`src/rtl/apb_cfg_master.sv`:
```
// APB3 initiator: accepts one local command at a time, runs a SETUP/ACCESS
// transfer with optional wait-state timeout, and holds the result on a response channel.
module apb_cfg_master #(
  parameter int DATA_WIDTH     = 32,
  parameter int ADDR_WIDTH     = 32,
  parameter int TIMEOUT_CYCLES = 16
) (
  input  logic                  clk,
  input  logic                  resetn,
  input  logic                  cmd_valid_i,
  output logic                  cmd_ready_o,
  input  logic                  cmd_write_i,
  input  logic [ADDR_WIDTH-1:0] cmd_addr_i,
  input  logic [DATA_WIDTH-1:0] cmd_wdata_i,
  output logic                  rsp_valid_o,
  input  logic                  rsp_ready_i,
  output logic [DATA_WIDTH-1:0] rsp_rdata_o,
  output logic                  rsp_err_o,
  output logic                  rsp_timeout_o,
  output logic [ADDR_WIDTH-1:0] paddr_o,
  output logic [DATA_WIDTH-1:0] pwdata_o,
  output logic                  psel_o,
  output logic                  penable_o,
  output logic                  pwrite_o,
  input  logic                  pready_i,
  input  logic [DATA_WIDTH-1:0] prdata_i,
  input  logic                  pslverr_i,
  output logic                  busy_o
);

  localparam int CNT_W = (TIMEOUT_CYCLES < 2) ? 1 : $clog2(TIMEOUT_CYCLES + 1);

  typedef enum logic [1:0] {IDLE, SETUP, ACCESS, RESP} state_t;

  state_t           state;
  logic [CNT_W-1:0] wait_cnt;
  logic [CNT_W-1:0] wait_next;
  logic             timeout_hit;

  assign cmd_ready_o = (state == IDLE);
  assign busy_o      = (state != IDLE);

  // The count includes the current low-pready cycle, so the abort lands on the limit cycle.
  assign wait_next   = wait_cnt + 1'b1;
  assign timeout_hit = (TIMEOUT_CYCLES != 0) && (wait_next == CNT_W'(TIMEOUT_CYCLES));

  // NOTE: every state and output register is cleared by the async reset, so an
  // in-flight transfer vanishes without a response; non-blocking assignments
  // keep all registers updating from the same pre-edge values.
  always_ff @(posedge clk or negedge resetn) begin
    if (!resetn) begin
      state         <= IDLE;
      wait_cnt      <= '0;
      paddr_o       <= '0;
      pwdata_o      <= '0;
      pwrite_o      <= 1'b0;
      psel_o        <= 1'b0;
      penable_o     <= 1'b0;
      rsp_valid_o   <= 1'b0;
      rsp_rdata_o   <= '0;
      rsp_err_o     <= 1'b0;
      rsp_timeout_o <= 1'b0;
    end else begin
      case (state)
        IDLE: begin
          if (cmd_valid_i) begin
            paddr_o   <= cmd_addr_i;
            pwrite_o  <= cmd_write_i;
            pwdata_o  <= cmd_write_i ? cmd_wdata_i : '0;
            psel_o    <= 1'b1;
            penable_o <= 1'b0;
            wait_cnt  <= '0;
            state     <= SETUP;
          end
        end
        SETUP: begin
          penable_o <= 1'b1;
          state     <= ACCESS;
        end
        ACCESS: begin
          if (pready_i) begin
            rsp_rdata_o   <= pwrite_o ? '0 : prdata_i;
            rsp_err_o     <= pslverr_i;
            rsp_timeout_o <= 1'b0;
            rsp_valid_o   <= 1'b1;
            psel_o        <= 1'b0;
            penable_o     <= 1'b0;
            state         <= RESP;
          end else begin
            wait_cnt <= wait_next;
            if (timeout_hit) begin
              rsp_rdata_o   <= '0;
              rsp_err_o     <= 1'b1;
              rsp_timeout_o <= 1'b1;
              rsp_valid_o   <= 1'b1;
              psel_o        <= 1'b0;
              penable_o     <= 1'b0;
              state         <= RESP;
            end
          end
        end
        RESP: begin
          if (rsp_ready_i) begin
            rsp_valid_o <= 1'b0;
            state       <= IDLE;
          end
        end
        default: state <= IDLE;
      endcase
    end
  end

endmodule

```
`config.mk`:
```
export PLATFORM = sky130hd
export DESIGN_NAME = apb_cfg_master
export DESIGN_NICKNAME = d
export VERILOG_FILES = /design/src/rtl/apb_cfg_master.sv
export SDC_FILE = /design/constraint.sdc
export NUM_CORES = 1
export LEC_CHECK = 0
export CAP_MARGIN = 20
export CORE_UTILIZATION = 43
export DETAILED_ROUTE_END_ITERATION = 10
export MAX_ROUTING_LAYER = met4
export PLACE_DENSITY = 0.82
export SLEW_MARGIN = 20
export SYNTH_ARGS = -nofsm -noshare
export SYNTH_HDL_FRONTEND = slang
export SYNTH_SLANG_ARGS = --single-unit
```
`constraint.sdc`:
```
create_clock -name clk -period 1.81 [get_ports clk]
set_input_delay 0.4525 -clock clk [delete_from_list [all_inputs] [get_ports clk]]
set_output_delay 0.4525 -clock clk [all_outputs]
set_load 0.05 [all_outputs]
```
**Word level (Yosys, flattened, before mapping)**

Index checks and enable logic that the tools add are counted.

- Bits in registers: 109
- Latch bits: 0
- RAM bits: 0
- Memory bits (read-only): 0
- Input bits: 103
- Output and inout bits: 104
- Logic and storage cells: 57
- Memories: 0

- Add/subtract/negate cells: 1
- Multiply operators: 0
- Divide/modulo/power cells: 0
- Order comparisons: 0
- Equality and inequality tests: 8
- Shifts and indexed selects: 0
- Muxes and demuxes: 24
- Bitwise gates (word level): 0
- Reduce and logical (&&, ||, !) cells: 13

Operators with widths:

| kind | number |
|---|---|
| $mux W32 | 4 |
| $reduce_and A3 Y1 | 5 |
| $mux W5 | 2 |
| $pmux W5 S2 | 1 |
| $mux W1 | 9 |
| $mux W2 | 4 |
| $pmux W2 S4 | 1 |
| $reduce_bool A2 Y1 | 4 |
| $ne A2 B2 Y1 const B | 3 |
| $add A5 B1 Y5 const B | 1 |
| $eq A5 B5 Y1 const B | 1 |
| $eq A2 B2 Y1 const B | 2 |
| $pmux W1 S2 | 2 |
| $reduce_and A2 Y1 | 2 |
| $ne A3 B3 Y1 const B | 1 |
| $pmux W1 S3 | 1 |
| $reduce_bool A3 Y1 | 1 |
| $eq A2 B1 Y1 const B | 1 |
| $logic_not A2 Y1 | 1 |

**Logic depth before layout (Yosys ltp)**

Gate-level depths: netlist of run 1.

- Depth after elaboration: 5
- Gate-level depth with buffers: 8

**Worst setup path before layout of run 1**

No wires, ideal clock.

- Path kind: reg2reg
- From: register state[0]
- To: register pwdata_o[26]
- Library setup time: 136 ps
- Arrival time: 1818 ps
- Data required time: 1674 ps
- Path slack: -144 ps
- Cell stages (with the launch flop): 8
- Buffers on the path: 2
- Period minus slack after synthesis: 1954 ps
- Path through: dfrtp_1 > inv_1 > ha_1 > nand2_1 > buf_2 > buf_2 > nand2_1 > o21ai_0

- Word-level cells in the longest chain between the ends: 2

RTL lines:

| item | RTL line | RTL |
|---|---|---|
| from (decl) | 35 | `state_t state;` |
| from (signal assigned) | 52 | `state <= IDLE;` |
| from (signal assigned) | 73 | `state <= SETUP;` |
| from (signal assigned) | 78 | `state <= ACCESS;` |
| $logic_not A2 Y1 | -- |  |
| via cmd_ready_o | 11 | `output logic cmd_ready_o,` |
| $reduce_and A2 Y1 (no source line) | -- |  |
| to (signal assigned) | 69 | `pwdata_o <= cmd_write_i ? cmd_wdata_i : '0;` |
| to (decl) | 21 | `output logic [DATA_WIDTH-1:0] pwdata_o,` |

The timed path passes the listed nets, and every way through them passes these cells.
A chain may end at the register's enable or synchronous reset.

**Final worst setup path of run 1**

- From: register state[0]
- To: output busy_o

- Word-level cells in the longest chain between the ends: 1

RTL lines:

| item | RTL line | RTL |
|---|---|---|
| $reduce_bool A2 Y1 | 41 | `assign busy_o = (state != IDLE);` |
| to (decl) | 28 | `output logic busy_o` |

No other way between the ends.

==> results of run 1 <==
-- where the power goes --
| group | leakage [uW] | total (uW) | switching, uW | internal, uW |
|---|---|---|---|---|
| Clock | 0.000158 | 2110 | 863 | 1250 |
| Sequential | 0.00130 | 4330 | 765 | 3560 |
| Combinational | 0.00189 | 9000 | 5850 | 3150 |
-- worst register-to-register path, stage by stage (launching register included) --
cell and delay (ns):
dfrtp_2 0.44, inv_2 0.10, ha_4 0.19, buf_4 0.12, nand2b_1 0.09, o21ai_0 0.24
inv_1 0.09, a32o_1 0.27
-- Yosys cell counts (all sizes together) (2+ instances only) --
library cell  number  area, um2
nand2b            36        225
o31a               2       17.5
dfrtp            109       2730
ha                 5       62.6
a22o               6       52.6
mux2              33        372
inv                5       18.8
a21oi             35        186
nor3               4       20.0
nor2               5       26.3
nand2             71        269
clkbuf            14       52.6
buf               15       92.6
and2b              2       15.0
a221o              2       20.0
o21ai             68        344
and4b              2       20.0
and2               2       12.5
nor2b             35        221
a21o               3       22.5
-- cells by family after synthesis --
family / Yosys count / share of synthesized area, %
buf+inv: 34 / 3.37
flops: 109 / 56.1
simple gates: 161 / 17.2
compound gates: 123 / 14.4
mux: 33 / 7.64
fa+ha+maj: 5 / 1.29
-- timing repair --
item,in CTS,in global routing
buffers inserted,0,2
hold endpoints to repair,18,0
pin swaps,0,1
resized for setup,2,5
endpoints found under the setup margin,1,32
cloned,0,0
hold buffers,1,0
-- layer usage --
layer	global-route usage [%]	vias up	routed length [um]
li1	-	2003	-
met1	28.0	1988	5500
met2	36.1	168	6000
met3	5.24	13	867
met4	6.08	0	155
met5	-	-	0
-- layout by cell type (no fill, tap or decap), types with 2 or more instances in the layout --
master / count
buf_4: 125
dfrtp_1: 107
clkdlybuf4s50_1: 101
nand2_1: 69
o21ai_0: 49
nand2b_1: 36
nor2b_1: 34
a21oi_1: 34
mux2_2: 33
o21ai_1: 18
clkbuf_16: 9
buf_12: 8
a22o_1: 6
nor3_1: 4
inv_1: 3
a21o_1: 3
nor2_1: 3
ha_1: 3
inv_2: 2
and2b_1: 2
and4b_1: 2
and2_1: 2
a221o_1: 2
o31a_1: 2
ha_4: 2
bufinv_16: 2
clkinv_2: 2
dfrtp_2: 2
-- path summary, 6_finish.rpt --
path                       cells after the start            to          from
max                                            4        busy_o      state[0]
min                                            2  pwdata_o[17]  pwdata_o[17]
max reg2reg                                    7      state[0]      state[0]
min reg2reg                                    2  pwdata_o[17]  pwdata_o[17]
max in group asynchronous                      3   paddr_o[14]        resetn
min in group asynchronous                      2  pwdata_o[26]        resetn
-- registers in the layout, summed over array words and instances, names as in the netlist --
name	cells
paddr_o	32
penable_o	1
psel_o	1
pwdata_o	32
pwrite_o	1
rsp_err_o	1
rsp_rdata_o	32
rsp_timeout_o	1
rsp_valid_o	1
state	2
wait_cnt	5
-- metrics by stage --
| step | hold WS, ns | TNS (ns) | instance area (um2) | instances |
|---|---|---|---|---|
| 2_1_floorplan | 0.157 | 0 | 4860 | 465 |
| 3_5_place_dp | 0.363 | -1.29 | 7000 | 808 |
| 3_3_place_gp | 0.350 | -0.372 | 7000 | 808 |
| 6_report | 0.484 | 0 | 7370 | 827 |
| 5_1_grt | 0.505 | 0 | 7370 | 827 |
| 4_1_cts | 0.488 | -0.00772 | 7350 | 825 |
-- layout make-up --
cell class | count | area, um2 | share of cell area, %
multi-input combinational | 322 | 2010 | 27.2
sequential | 109 | 2730 | 37.0
timing repair buffer | 235 | 2120 | 28.7
clock buffer | 10 | 239 | 3.24
tap | 140 | 175 | 2.38
clock inverter | 6 | 86.3 | 1.17
inverter | 5 | 18.8 | 0.254
==> results.py, run 1 <==
metrics = {
    "power_and_ir_drop": {
        "power.leakage_uw": 0.00335,
        "p_total_uw": 15400,
        "p_per_area_nw_per_um2": 2090,
        "ir_worst_vdd_mv": 1.34,
    },
    "sta": {
        "worstMarginPinSlew_ns": 0.567,
        "hold_viol": 0,
        "finalClockSkew_ns": 0.00665,
        "rsz0062_at_grt": "false",
        "fin_crit_sh_pct": 96.3,
        "min_period_ns": 1.74,
        "setup_slack_ns": 0.0662,
        "relSlewSlack_pct": 61.8,
        "setup_viol": 0,
        "slew_violations": 0,
        "max_freq_mhz": 573,
    },
    "die": {
        "num_rows": 38,
        "io_pins": 207,
        "start_util_pct": 44.5,
        "dieArea_um2": 11700,
        "die_width_um": 108,
        "dieHeight_um": 108,
        "core_area_um2": 10900,
    },
    "routing": {
        "finalWirelength_um": 12500,
        "wl_per_cell_um": 15.1,
        "vias": 4172,
        "drcViolationCount": 0,
        "dr.pass1.iters": 6,
        "antenna_left": 0,
        "vias_per_cell": 5.04,
        "drt_iter0_drc": 181,
    },
    "cells_and_area": {
        "drive_gt1_share_pct": 28.4,
        "num_antenna_cells": 0,
        "fin_nets": 790,
        "syn_to_final_growth_pct": 51.7,
        "utilization_pct": 67.4,
        "nFillCells": 845,
    },
    "worst_hold_path": {
        "hp-class": "reg -> reg",
    },
    "place": {
        "dp_hpwl_um": 9240,
        "io_buffers": 206,
        "place_congestion": 0.791,
        "pre_cts_ws_ns": -0.0988,
    },
    "grt": {
        "grt_pass1_wl_um": 19800,
        "grt_max_degree": 64,
        "grt_overflow": 0,
        "grt_usage_pct": 22.3,
        "first_global_vias": 4136,
        "antenna_found_initial": 0,
    },
    "synthesis": {
        "syn-cell-area_um2": 4860,
        "async_flop_share_pct": 100,
        "syn_area_per_cell_um2": 10.5,
        "syn_inst": 465,
        "ys_ff_latch": 109,
        "synthFlopType": "dfrtp_1",
        "ys_types": 39,
        "synth_edf_count": 0,
        "ys_seq_area_share_pct": 56.1,
        "ys_warn_count": 0,
        "syn-num-nets": 573,
    },
    "setup_path": {
        "start_kind": "register",
        "required_ns": 1.36,
        "path_cells": "inv_2, ha_4, inv_1, buf_12",
        "crit_family": "flip-flops",
        "cp_max_fo": 6,
        "max_stage_delay_ns": 0.44,
        "critPathKind": "reg -> out",
        "r2r_slack_ns": 0.16,
        "slowest_stage": "dfrtp_2",
        "cp.arrival_ns": 1.29,
        "path_buf_inv": 3,
        "cp-end-kind": "output port",
    },
    "run": {
        "max_cap_violations": 0,
    },
    "clock_network": {
        "htreeDepth": 3,
        "cts_sinks": 109,
        "cts_tree": "yes",
        "numCtsBuffers": 9,
        "clk_latency_ns": 0.34,
        "path_clk_slew_ns": 0.08,
        "root_buffer": "clkbuf_16",
        "cts_buffer_depth": 2,
    },
    "outcome": {
        "outcome": "finished, final reports clean",
    },
}
(Power assumes the default switching activity.)
==> run 2: changes to the inputs <==
--- a/config.mk
+++ b/config.mk
@@ -7,6 +7,7 @@
 export LEC_CHECK = 0
 export CAP_MARGIN = 20
 export CORE_UTILIZATION = 43
+export CTS_CLUSTER_SIZE = 40
 export DETAILED_ROUTE_END_ITERATION = 10
 export MAX_ROUTING_LAYER = met4
 export PLACE_DENSITY = 0.82
==> results of run 2 <==
Same layout as run 1: the final DEF is identical, and so are final timing and power.
